### config.mk
export PLATFORM = sky130hd
export DESIGN_NAME = dmem_arbiter_flat
export DESIGN_NICKNAME = d
export VERILOG_FILES = /design/src/rtl/dmem_pkg.sv /design/src/rtl/dmem_arbiter_if.sv /design/src/rtl/dmem_access_check.sv /design/src/rtl/dmem_arbiter.sv /design/src/flat_wrapper.sv
export SDC_FILE = /design/constraint.sdc
export NUM_CORES = 1
export LEC_CHECK = 0
export CORE_MARGIN = 3
export CORE_UTILIZATION = 30
export DETAILED_ROUTE_END_ITERATION = 10
export GPL_TIMING_DRIVEN = 0
export PLACE_DENSITY = 0.78
export SYNTH_ARGS = -nofsm -noshare
export SYNTH_HDL_FRONTEND = slang
export SYNTH_SLANG_ARGS = --single-unit
### constraint.sdc
create_clock -name CLK -period 1.9 [get_ports CLK]
set_input_delay 0.285 -clock CLK [delete_from_list [all_inputs] [get_ports CLK]]
set_output_delay 0.285 -clock CLK [all_outputs]
set_load 0.03 [all_outputs]
### src/rtl/dmem_pkg.sv
// Shared definitions for the data-memory arbiter slice.
// Contents:
//   - RV32 load/store funct3 encodings. Store codes alias the matching load codes.
//   - Arbiter FSM state type (idle / DMA-locked).
package dmem_pkg;

  localparam logic [2:0] F3_LB  = 3'b000;
  localparam logic [2:0] F3_LH  = 3'b001;
  localparam logic [2:0] F3_LW  = 3'b010;
  localparam logic [2:0] F3_LBU = 3'b100;
  localparam logic [2:0] F3_LHU = 3'b101;
  localparam logic [2:0] F3_SB  = 3'b000;
  localparam logic [2:0] F3_SH  = 3'b001;
  localparam logic [2:0] F3_SW  = 3'b010;

  typedef enum logic {
    ST_IDLE  = 1'b0,
    ST_DLOCK = 1'b1
  } state_t;

endpackage

### src/rtl/dmem_arbiter_if.sv
// Bus bundle between the two requesters, the arbiter and the data memory.
// Signal groups:
//   - C_*: core load/store requester (request fields in, grant/response out).
//   - D_*: program/DMA loader, the same set plus D_LOCK for burst locking.
//   - M_*: memory side. Strobes, FUNC3, address and write data go to the memory;
//     M_RDATA is its combinational read data.
// Modports:
//   - slave: the arbiter's view.
//   - master: the requesters' and memory's view.
interface dmem_arbiter_if;

  logic        C_REQ;
  logic        C_WE;
  logic [2:0]  C_FUNC3;
  logic [31:0] C_ADDR;
  logic [31:0] C_WDATA;
  logic        C_GNT;
  logic        C_RVALID;
  logic [31:0] C_RDATA;
  logic        C_ERR;

  logic        D_REQ;
  logic        D_WE;
  logic [2:0]  D_FUNC3;
  logic [31:0] D_ADDR;
  logic [31:0] D_WDATA;
  logic        D_LOCK;
  logic        D_GNT;
  logic        D_RVALID;
  logic [31:0] D_RDATA;
  logic        D_ERR;

  logic        M_RD;
  logic        M_WRT;
  logic [2:0]  M_FUNC3;
  logic [31:0] M_ADDR;
  logic [31:0] M_WDATA;
  logic [31:0] M_RDATA;

  modport slave (
    input  C_REQ, C_WE, C_FUNC3, C_ADDR, C_WDATA,
    output C_GNT, C_RVALID, C_RDATA, C_ERR,
    input  D_REQ, D_WE, D_FUNC3, D_ADDR, D_WDATA, D_LOCK,
    output D_GNT, D_RVALID, D_RDATA, D_ERR,
    output M_RD, M_WRT, M_FUNC3, M_ADDR, M_WDATA,
    input  M_RDATA
  );

  modport master (
    output C_REQ, C_WE, C_FUNC3, C_ADDR, C_WDATA,
    input  C_GNT, C_RVALID, C_RDATA, C_ERR,
    output D_REQ, D_WE, D_FUNC3, D_ADDR, D_WDATA, D_LOCK,
    input  D_GNT, D_RVALID, D_RDATA, D_ERR,
    input  M_RD, M_WRT, M_FUNC3, M_ADDR, M_WDATA,
    output M_RDATA
  );

endinterface

### src/rtl/dmem_access_check.sv
// Combinational legality check for one memory access.
// Ports:
//   - func3_i: RV32 load/store funct3.
//   - addr_i:  byte address.
//   - err_o:   1 when the access is misaligned, uses an undefined funct3,
//              or falls outside the DEPTH-word memory.
module dmem_access_check
  import dmem_pkg::*;
#(
  parameter int DEPTH = 512
) (
  input  logic [2:0]  func3_i,
  input  logic [31:0] addr_i,
  output logic        err_o
);

  localparam logic [31:0] ADDR_LIMIT = 32'(4 * DEPTH);

  logic misalign;

  // Store encodings share values with loads (SB=LB, SH=LH, SW=LW), so the
  // load names cover both directions.
  always_comb begin
    misalign = 1'b0;
    case (func3_i)
      F3_LB, F3_LBU: misalign = 1'b0;
      F3_LH, F3_LHU: misalign = addr_i[0];
      F3_LW:         misalign = |addr_i[1:0];
      default:       misalign = 1'b1;
    endcase
  end

  assign err_o = misalign | (addr_i >= ADDR_LIMIT);

endmodule

### src/rtl/dmem_arbiter.sv
// Two-requester arbiter in front of the single-port data memory.
// Ports:
//   - CLK, RESET: clock and synchronous active-high reset.
//   - bus:        C_* core, D_* DMA and M_* memory signals.
// Arbitration order:
//   1. DMA-locked burst.
//   2. Starved DMA.
//   3. Core.
//   4. DMA.
// Grants are combinational. Responses (RVALID/ERR/RDATA) arrive one cycle later.
module dmem_arbiter
  import dmem_pkg::*;
#(
  parameter int DEPTH      = 512,
  parameter int STARVE_MAX = 8,
  parameter int BURST_MAX  = 16
) (
  input logic           CLK,
  input logic           RESET,
  dmem_arbiter_if.slave bus
);

  localparam int SW_W = $clog2(STARVE_MAX + 1);
  localparam int BW   = $clog2(BURST_MAX + 1);

  state_t          state_q, state_d;
  logic [SW_W-1:0] starve_q, starve_d;
  logic [BW-1:0]   burst_q, burst_d, burst_inc;

  logic        c_gnt, d_gnt, any_gnt, acc_err;
  logic        sel_we;
  logic [2:0]  sel_func3;
  logic [31:0] sel_addr, sel_wdata;

  logic        c_rvalid_q, c_rvalid_d, c_err_q, c_err_d;
  logic        d_rvalid_q, d_rvalid_d, d_err_q, d_err_d;
  logic [31:0] c_rdata_q, c_rdata_d, d_rdata_q, d_rdata_d;

  // Grant selection; nothing is granted while reset is held.
  always_comb begin
    c_gnt = 1'b0;
    d_gnt = 1'b0;
    if (!RESET) begin
      if (state_q == ST_DLOCK)
        d_gnt = bus.D_REQ;
      else if (bus.D_REQ && (starve_q == SW_W'(STARVE_MAX)))
        d_gnt = 1'b1;
      else if (bus.C_REQ)
        c_gnt = 1'b1;
      else if (bus.D_REQ)
        d_gnt = 1'b1;
    end
  end

  assign any_gnt   = c_gnt | d_gnt;
  assign sel_we    = d_gnt ? bus.D_WE    : bus.C_WE;
  assign sel_func3 = d_gnt ? bus.D_FUNC3 : bus.C_FUNC3;
  assign sel_addr  = d_gnt ? bus.D_ADDR  : bus.C_ADDR;
  assign sel_wdata = d_gnt ? bus.D_WDATA : bus.C_WDATA;

  dmem_access_check #(.DEPTH(DEPTH)) u_check (
    .func3_i (sel_func3),
    .addr_i  (sel_addr),
    .err_o   (acc_err)
  );

  // Memory drive. A rejected access is still granted, but it never strobes the memory.
  always_comb begin
    bus.M_RD    = 1'b0;
    bus.M_WRT   = 1'b0;
    bus.M_FUNC3 = 3'b000;
    bus.M_ADDR  = '0;
    bus.M_WDATA = '0;
    if (any_gnt) begin
      bus.M_RD    = !acc_err && !sel_we;
      bus.M_WRT   = !acc_err && sel_we;
      bus.M_FUNC3 = sel_func3;
      bus.M_ADDR  = sel_addr;
      bus.M_WDATA = sel_wdata;
    end
  end

  assign burst_inc = burst_q + BW'(1);

  // Lock FSM and burst counter.
  always_comb begin
    state_d = state_q;
    burst_d = burst_q;
    case (state_q)
      ST_IDLE: begin
        burst_d = '0;
        if (d_gnt && bus.D_LOCK) state_d = ST_DLOCK;
      end
      ST_DLOCK: begin
        if (!bus.D_REQ || !bus.D_LOCK || (burst_inc == BW'(BURST_MAX))) begin
          state_d = ST_IDLE;
          burst_d = '0;
        end else begin
          burst_d = burst_inc;
        end
      end
      default: begin
        state_d = ST_IDLE;
        burst_d = '0;
      end
    endcase
  end

  // Starvation counter: counts waiting cycles of a requesting DMA and saturates.
  always_comb begin
    starve_d = starve_q;
    if (!bus.D_REQ || d_gnt)
      starve_d = '0;
    else if (starve_q != SW_W'(STARVE_MAX))
      starve_d = starve_q + SW_W'(1);
  end

  // Responses. Read data is captured at the edge that ends the granted cycle.
  always_comb begin
    c_rvalid_d = c_gnt;
    c_err_d    = c_gnt & acc_err;
    c_rdata_d  = c_rdata_q;
    if (c_gnt) c_rdata_d = (acc_err || sel_we) ? '0 : bus.M_RDATA;
    d_rvalid_d = d_gnt;
    d_err_d    = d_gnt & acc_err;
    d_rdata_d  = d_rdata_q;
    if (d_gnt) d_rdata_d = (acc_err || sel_we) ? '0 : bus.M_RDATA;
  end

  always_ff @(posedge CLK) begin
    if (RESET) begin
      state_q    <= ST_IDLE;
      starve_q   <= '0;
      burst_q    <= '0;
      c_rvalid_q <= 1'b0;
      c_err_q    <= 1'b0;
      c_rdata_q  <= '0;
      d_rvalid_q <= 1'b0;
      d_err_q    <= 1'b0;
      d_rdata_q  <= '0;
    end else begin
      state_q    <= state_d;
      starve_q   <= starve_d;
      burst_q    <= burst_d;
      c_rvalid_q <= c_rvalid_d;
      c_err_q    <= c_err_d;
      c_rdata_q  <= c_rdata_d;
      d_rvalid_q <= d_rvalid_d;
      d_err_q    <= d_err_d;
      d_rdata_q  <= d_rdata_d;
    end
  end

  assign bus.C_GNT    = c_gnt;
  assign bus.C_RVALID = c_rvalid_q;
  assign bus.C_ERR    = c_err_q;
  assign bus.C_RDATA  = c_rdata_q;
  assign bus.D_GNT    = d_gnt;
  assign bus.D_RVALID = d_rvalid_q;
  assign bus.D_ERR    = d_err_q;
  assign bus.D_RDATA  = d_rdata_q;

endmodule

### src/flat_wrapper.sv
// flat-port wrapper written by rule: the top's interface ports become plain ports
module dmem_arbiter_flat import dmem_pkg::*;
#(
  parameter int DEPTH      = 512,
  parameter int STARVE_MAX = 8,
  parameter int BURST_MAX  = 16
)
  (CLK, RESET, bus_C_REQ, bus_C_WE, bus_C_FUNC3, bus_C_ADDR, bus_C_WDATA, bus_C_GNT, bus_C_RVALID, bus_C_RDATA, bus_C_ERR, bus_D_REQ, bus_D_WE, bus_D_FUNC3, bus_D_ADDR, bus_D_WDATA, bus_D_LOCK, bus_D_GNT, bus_D_RVALID, bus_D_RDATA, bus_D_ERR, bus_M_RD, bus_M_WRT, bus_M_FUNC3, bus_M_ADDR, bus_M_WDATA, bus_M_RDATA);
  dmem_arbiter_if bus_i ();
  input logic CLK;
  input logic RESET;
  input wire logic [$bits(bus_i.C_REQ)-1:0] bus_C_REQ;
  input wire logic [$bits(bus_i.C_WE)-1:0] bus_C_WE;
  input wire logic [$bits(bus_i.C_FUNC3)-1:0] bus_C_FUNC3;
  input wire logic [$bits(bus_i.C_ADDR)-1:0] bus_C_ADDR;
  input wire logic [$bits(bus_i.C_WDATA)-1:0] bus_C_WDATA;
  output wire logic [$bits(bus_i.C_GNT)-1:0] bus_C_GNT;
  output wire logic [$bits(bus_i.C_RVALID)-1:0] bus_C_RVALID;
  output wire logic [$bits(bus_i.C_RDATA)-1:0] bus_C_RDATA;
  output wire logic [$bits(bus_i.C_ERR)-1:0] bus_C_ERR;
  input wire logic [$bits(bus_i.D_REQ)-1:0] bus_D_REQ;
  input wire logic [$bits(bus_i.D_WE)-1:0] bus_D_WE;
  input wire logic [$bits(bus_i.D_FUNC3)-1:0] bus_D_FUNC3;
  input wire logic [$bits(bus_i.D_ADDR)-1:0] bus_D_ADDR;
  input wire logic [$bits(bus_i.D_WDATA)-1:0] bus_D_WDATA;
  input wire logic [$bits(bus_i.D_LOCK)-1:0] bus_D_LOCK;
  output wire logic [$bits(bus_i.D_GNT)-1:0] bus_D_GNT;
  output wire logic [$bits(bus_i.D_RVALID)-1:0] bus_D_RVALID;
  output wire logic [$bits(bus_i.D_RDATA)-1:0] bus_D_RDATA;
  output wire logic [$bits(bus_i.D_ERR)-1:0] bus_D_ERR;
  output wire logic [$bits(bus_i.M_RD)-1:0] bus_M_RD;
  output wire logic [$bits(bus_i.M_WRT)-1:0] bus_M_WRT;
  output wire logic [$bits(bus_i.M_FUNC3)-1:0] bus_M_FUNC3;
  output wire logic [$bits(bus_i.M_ADDR)-1:0] bus_M_ADDR;
  output wire logic [$bits(bus_i.M_WDATA)-1:0] bus_M_WDATA;
  input wire logic [$bits(bus_i.M_RDATA)-1:0] bus_M_RDATA;
  assign bus_i.C_REQ = bus_C_REQ;
  assign bus_i.C_WE = bus_C_WE;
  assign bus_i.C_FUNC3 = bus_C_FUNC3;
  assign bus_i.C_ADDR = bus_C_ADDR;
  assign bus_i.C_WDATA = bus_C_WDATA;
  assign bus_C_GNT = bus_i.C_GNT;
  assign bus_C_RVALID = bus_i.C_RVALID;
  assign bus_C_RDATA = bus_i.C_RDATA;
  assign bus_C_ERR = bus_i.C_ERR;
  assign bus_i.D_REQ = bus_D_REQ;
  assign bus_i.D_WE = bus_D_WE;
  assign bus_i.D_FUNC3 = bus_D_FUNC3;
  assign bus_i.D_ADDR = bus_D_ADDR;
  assign bus_i.D_WDATA = bus_D_WDATA;
  assign bus_i.D_LOCK = bus_D_LOCK;
  assign bus_D_GNT = bus_i.D_GNT;
  assign bus_D_RVALID = bus_i.D_RVALID;
  assign bus_D_RDATA = bus_i.D_RDATA;
  assign bus_D_ERR = bus_i.D_ERR;
  assign bus_M_RD = bus_i.M_RD;
  assign bus_M_WRT = bus_i.M_WRT;
  assign bus_M_FUNC3 = bus_i.M_FUNC3;
  assign bus_M_ADDR = bus_i.M_ADDR;
  assign bus_M_WDATA = bus_i.M_WDATA;
  assign bus_i.M_RDATA = bus_M_RDATA;
  dmem_arbiter #(.DEPTH(DEPTH), .STARVE_MAX(STARVE_MAX), .BURST_MAX(BURST_MAX)) u_core (.CLK(CLK), .RESET(RESET), .bus(bus_i));
endmodule
==> flow_summary.json, run 1 <==
{
  "run_status": "finished, violations left",
  "failed_checks": "negative setup slack",
  "clock_sinks": 78,
  "grt-ovfl-total": 0,
  "final_cell_mix": "clkdlybuf4s50_1 (217), nand2_1 (109), dfxtp_1 (76)",
  "clockBufferDepth": 2,
  "firstDrtPassIters": 4,
  "rr_worst_depth": 12,
  "max-vdd-ir-drop_mv": 0.568,
  "insertion_delay_ns": 0.34,
  "synthToLayoutAreaGrowth_pct": 140,
  "drt_iter0_markers": 282,
  "wl_per_cell_um": 19.3,
  "fin_crit_sh_pct": 128,
  "cts_max_level": 3,
  "nNetsFinal": 1055,
  "crit_chain": "dlygate4sd2_1, or4_4, nor3_4, o211ai_2, or3b_4, a21oi_4, buf_6",
  "layout_min_cycle_time_ns": 2.43,
  "rsz0062_at_grt": "yes",
  "syn_area_sq_um": 3920,
  "syn_nets": 709,
  "die_area_sq_um": 14500,
  "grtUsageTotal_pct": 26.5,
  "endpoint_kind": "output pin",
  "power_density_nw_per_um2": 531,
  "p_leak_nw": 3.81,
  "final_common_cell": "clkdlybuf4s50_1",
  "fin_area_sq_um": 9390,
  "ys_ff_latch": 78,
  "cp.required_ns": 1.62,
  "setup_viol": 103,
  "holdBufCountCts": 0,
  "worst_slew_pin_slew_ns": 0.576,
  "num-fill-cells": 911,
  "antenna_found_initial": 3,
  "dr_total_vias": 5346,
  "skew_ns": 0.00523,
  "drv_cap": 0,
  "placementRows": 41,
  "finalSetupTns_ns": -40.01,
  "drtAntennaViolNets": 0,
  "finalHoldViolCount": 0,
  "critPathKind": "in2out",
  "dp_hpwl_um": 15100,
  "yosysWarningCount": 0,
  "clock-root-buffer": "clkbuf_16",
  "dp_slack_ns": -1.46,
  "crit_path_start_kind": "input pin",
  "placedInstanceArea_sq_um": 8060,
  "synth-seq-area-share_pct": 39.9,
  "slew_headroom_pct": 61.6,
  "crit_path_max_incr_delay_ns": 0.51,
  "grt_pass1_wl_um": 30100,
  "worstPathMaxFanout": 3,
  "worstHoldPathType": "in2reg",
  "arrival_ns": 2.15,
  "whs_path_depth": 5,
  "place_inst": 1014,
  "clkTransAtPathRegs_ns": 0.06,
  "viasPerCell": 5.05,
  "whs_ns": 0.454,
  "globalplace.congestion": 0.928,
  "die_w_um": 120,
  "wl_um": 20400,
  "ys_types": 37,
  "io_buffers": 310,
  "fmax_mhz": 411,
  "fin_cells": 1058,
  "first_global_vias": 5525,
  "drv_slew": 0,
  "setup_ws_ns": -0.531,
  "dieHeight_um": 120,
  "syn_inst": 532,
  "cts_buffers": 9,
  "syn_area_per_cell_sq_um": 7.36,
  "tritoncts": "done",
  "start_util_pct": 30.9,
  "slowest_stage": "or4_4",
  "drive_gt1_share_pct": 35.3,
  "grt_max_degree": 15,
  "coreArea_sq_um": 12700,
  "ios": 312,
  "drc_errors": 0
}
==> per-layer routing <==
layer	routed length [um]	global-route usage [%]	vias to the layer above	part of all wire [%]
li1	-	-	2526	-
met1	7820	30.2	2544	38
met2	10400	46.8	232	51
met3	1490	7.72	44	7.3
met4	698	10.1	0	3.4
met5	0	0	-	0
==> area by class of cell <==
type	instances	area, sq um	share of cell area [%]
Timing Repair Buffer	335	3540	37.7
Multi-Input combinational cell	405	3240	34.5
Sequential cell	78	1560	16.7
Buffer	42	457	4.86
Clock buffer	10	229	2.44
Tap cell	172	215	2.29
Clock inverter	6	93.8	0.999
Inverter	6	30.0	0.320
Timing Repair inverter	1	7.51	0.0799
Antenna cell	3	7.51	0.0799
==> sequential cells by signal, indices dropped and copies added (netlist names) <==
name	count
u_core.bus.C_RDATA	32
u_core.state_q	1
u_core.burst_q	5
u_core.bus.C_ERR	1
u_core.bus.D_RVALID	1
u_core.starve_q	4
u_core.bus.D_RDATA	32
u_core.bus.D_ERR	1
u_core.bus.C_RVALID	1
==> critical path, delay by kind of cell <==
family	cells	cell delay, ns
AO/OA/AOI/OAI	2	0.30
buffers and inverters	2	0.43
AND/OR/NAND/NOR	3	1.13
==> final timing paths <==
path,startpoint,endpoint,slack (ns)
max,bus_C_ADDR[28],bus_M_WRT,-0.53
min,bus_D_ADDR[25],u_core.bus.D_ERR$_SDFF_PP0_,0.45
max reg2reg,u_core.starve_q[1]$_SDFFE_PP0P_,u_core.bus.C_RDATA[1]$_SDFFE_PP0P_,-0.28
min reg2reg,u_core.bus.D_RDATA[23]$_SDFFE_PP0N_,u_core.bus.D_RDATA[23]$_SDFFE_PP0N_,0.47
==> kinds of logic (layout without fill, tap and decap cells) <==
| group | count (synthesis) | in the layout | share of synthesized area (%) |
|---|---|---|---|
| and+or+nand+nor | 285 | 285 | 34.5 |
| adders and majority gates | 4 | 4 | 1.28 |
| xor gates and xnor gates | 5 | 5 | 1.12 |
| other | 0 | 3 | 0 |
| AOI/OAI and AO/OA | 111 | 111 | 17.7 |
| DFF | 78 | 78 | 39.9 |
| buffers and inverters | 49 | 400 | 5.56 |
==> stage by stage <==
stage | total power [mW] | utilization (%)
floorplan | 2.31 | -
global placement | 2.96 | 63.6
detailed placement | 2.98 | 63.6
CTS | 4.95 | 71.0
global route | 5.15 | 74.1
finish | 4.99 | 74.1
==> Yosys cell counts <==
cell type	count	area [sq um]
or3_1	1	6.26
or4_4	1	11.3
nor4_1	9	56.3
or4b_2	1	10.0
buf_6	3	33.8
and3_1	1	6.26
a21oi_1	73	365
nand3b_1	33	248
and3b_1	1	8.76
nand2b_1	1	6.26
buf_1	6	22.5
nor3_1	5	25.0
o21ai_1	1	5.00
nand3_1	37	185
nand4_1	1	6.26
nor2_1	15	56.3
a22o_1	32	280
dfxtp_1	78	1560
or3b_1	1	8.76
and4b_1	1	10.0
a21o_1	2	15.0
nor3_2	1	10.0
xnor2_1	2	17.5
buf_2	9	45.0
clkbuf_1	25	93.8
inv_2	1	3.75
xor2_1	3	26.3
nor4_4	1	21.3
o211a_1	1	10.0
and2_1	1	6.26
inv_1	5	18.8
and4_1	1	8.76
ha_1	4	50.1
nor4_2	1	12.5
o211ai_2	1	12.5
nand2_1	172	646
o21ai_0	1	5.00
==> what timing repair did <==
action                     in CTS  in global routing
gates resized for setup       611                 91
pin swaps                      16                 20
setup buffers                  12                  4
setup endpoints to repair     137                134
gates cloned                    6                  4
==> where the power goes <==
part | switching [mW] | internal (mW)
sequential | 0.00236 | 1.64
clock | 0.701 | 1.16
combinational | 0.755 | 0.728
total | 1.46 | 3.53
Note: power is estimated with default switching activity, not from simulation.
==> run 2: changes to the inputs <==
--- a/config.mk
+++ b/config.mk
@@ -5,6 +5,7 @@
 export SDC_FILE = /design/constraint.sdc
 export NUM_CORES = 1
 export LEC_CHECK = 0
+export CORE_ASPECT_RATIO = 0.9
 export CORE_MARGIN = 3
 export CORE_UTILIZATION = 30
 export DETAILED_ROUTE_END_ITERATION = 10
==> run 2 against run 1 <==
Net effect:
- die area about the same
- clock skew rose by 0.0019 ns
- utilization is 7.9 points higher
- clock-buffer cell count is 2 higher
- critical path type unchanged
- largest power group is now combinational cells
- critical path depth unchanged
- highest routed layer unchanged
- largest cell class unchanged
- sequential cell count unchanged
- sequential power is essentially flat
- wire length grew 23%
- register-to-register slack better by 0.07 ns
- first-iteration DRC count up 43%
- non-clock buffer count up 21
- the run still ends with negative setup slack left
==> flow_summary.json, run 2 (synthesis gave the netlist of run 1 again) <==
{
  "dp_hpwl_um": 15900,
  "whs_ns": 0.425,
  "placedInstanceArea_sq_um": 8040,
  "die_w_um": 126,
  "cts_buffers": 9,
  "cp.required_ns": 1.62,
  "worst_slew_pin_slew_ns": 0.558,
  "crit_path_start_kind": "input pin",
  "tritoncts": "done",
  "final_common_cell": "clkdlybuf4s50_1",
  "regToRegStartpoint": "u_core.starve_q[0]$_SDFFE_PP0P_",
  "fmax_mhz": 409,
  "drtAntennaViolNets": 0,
  "clockBufferDepth": 2,
  "setup_viol": 133,
  "place_inst": 1002,
  "power_density_nw_per_um2": 481,
  "register_area_sq_um": 1560,
  "cts_max_level": 3,
  "grt_pass1_wl_um": 32900,
  "worstHoldPathType": "in2reg",
  "multi_input_area_sq_um": 3620,
  "drc_errors": 0,
  "grt_max_degree": 13,
  "coreArea_sq_um": 12400,
  "p_leak_nw": 4.22,
  "max-vdd-ir-drop_mv": 0.492,
  "firstDrtPassIters": 5,
  "slowest_stage": "or3b_4",
  "power_mw": 4.89,
  "grtUsageTotal_pct": 28.9,
  "crit_chain": "dlygate4sd2_1, nor4_1, and4_1, o211ai_2, or3b_4, a21oi_4, buf_6",
  "layout_min_cycle_time_ns": 2.44,
  "insertion_delay_ns": 0.33,
  "drv_cap": 0,
  "utilization_pct": 82.0,
  "setup_ws_ns": -0.544,
  "startpoint": "bus_C_ADDR[18]",
  "hold_start": "bus_D_REQ",
  "start_util_pct": 31.5,
  "final_cell_mix": "clkdlybuf4s50_1 (206), buf_6 (84), dfxtp_1 (76)",
  "antenna_found_initial": 2,
  "run_status": "finished, violations left",
  "num-fill-cells": 664,
  "dieHeight_um": 114,
  "holdBufCountCts": 0,
  "fin_cells": 1065,
  "globalplace.congestion": 0.864,
  "ios": 312,
  "placementRows": 38,
  "dr_total_vias": 5868,
  "drive_gt1_share_pct": 44.1,
  "die_area_sq_um": 14500,
  "critPathKind": "in2out",
  "fin_crit_sh_pct": 129,
  "arrival_ns": 2.16,
  "rsz0062_at_grt": "yes",
  "clock_sinks": 78,
  "worstPathMaxFanout": 3,
  "endpoint_kind": "output pin",
  "finalHoldViolCount": 0,
  "first_global_vias": 5953,
  "grt-ovfl-total": 0,
  "slew_headroom_pct": 62.8,
  "io_buffers": 310,
  "skew_ns": 0.00710,
  "synthToLayoutAreaGrowth_pct": 160,
  "wl_per_cell_um": 23.6,
  "drv_slew": 0,
  "fin_area_sq_um": 10200,
  "clkTransAtPathRegs_ns": 0.05,
  "crit_path_max_incr_delay_ns": 0.43,
  "viasPerCell": 5.51,
  "wl_um": 25100,
  "nNetsFinal": 1075,
  "failed_checks": "negative setup slack",
  "clock-root-buffer": "clkbuf_16",
  "drt_iter0_markers": 402
}
## run 2: cell count changes in the layout (fill, tap and decap cells not counted), sizes merged
cell | before | now
clkinv | 1 | 3
clkdlybuf4s15 | 2 | 1
inv | 8 | 6
clkdlybuf4s50 | 217 | 206
diode | 3 | 2
dlygate4sd2 | 4 | 13
buf | 114 | 129
clkbuf | 34 | 45
clkinvlp | 2 | 1
bufinv | 2 | 0
## run 2: path summary, 6_finish.rpt
path | slack, ns | endpoint | cells after the start
worst min-delay path | 0.43 | u_core.bus.C_RVALID$_SDFF_PP0_ | 3
worst min register to register | 0.47 | u_core.bus.D_RDATA[10]$_SDFFE_PP0N_ | 2
worst max-delay path | -0.54 | bus_M_WRT | 7
worst max register to register | -0.21 | u_core.bus.C_RDATA[8]$_SDFFE_PP0P_ | 13
## run 2: worst max-delay path: cells and delay by family
kind                   cells  cell delay [ns]
AOI/OAI and AO/OA          2             0.27
buffers and inverters      2             0.43
and+or+nand+nor            3             1.17
## run 2: where the power goes
part           total (mW)  internal [mW]  switching [mW]
registers            1.65           1.64         0.00322
logic                1.69          0.823           0.868
clock network        1.56          0.914           0.642
## run 2: area by class of cell
type / count / share of cell area (%)
antenna: 2 / 0.0492
buffer: 41 / 5.56
multi-input combinational: 405 / 35.5
clock inverter: 4 / 0.221
timing repair buffer: 357 / 38.6
tap: 160 / 1.97
inverter: 6 / 0.295
clock buffer: 12 / 2.42
sequential: 78 / 15.4
## run 2: what timing repair did
| item | 4_1_cts | 5_1_grt |
|---|---|---|
| setup buffers | 26 | 6 |
| pin swaps | 51 | 55 |
| gates resized for setup | 738 | 133 |
| endpoints found under the setup margin | 134 | 135 |
| cloned | 10 | 10 |
## run 2: through the flow
step,setup TNS [ns],setup slack [ns]
final,-36.71,-0.544
after global routing,-44.10,-0.564
after CTS,-32.12,-0.482
after detailed placement,-124.22,-1.43
after global placement,-118.61,-1.40
after floorplan,-0.846,-0.0891
## run 2: routing by layer
layer  track usage [%]  vias up  share of wire [%]
li1                  -     2576                  -
met1              30.8     2831                 35
met2              52.3      363                 51
met3              8.77       98                8.2
met4              13.9        0                5.5
met5                 0        -                  0
==> run 3: changes to the inputs <==
--- a/config.mk
+++ b/config.mk
@@ -5,6 +5,7 @@
 export SDC_FILE = /design/constraint.sdc
 export NUM_CORES = 1
 export LEC_CHECK = 0
+export CAP_MARGIN = 20
 export CORE_ASPECT_RATIO = 0.9
 export CORE_MARGIN = 3
 export CORE_UTILIZATION = 30
==> results of run 3 <==
Same layout as run 2: the final DEF is identical, and so are final timing and power.
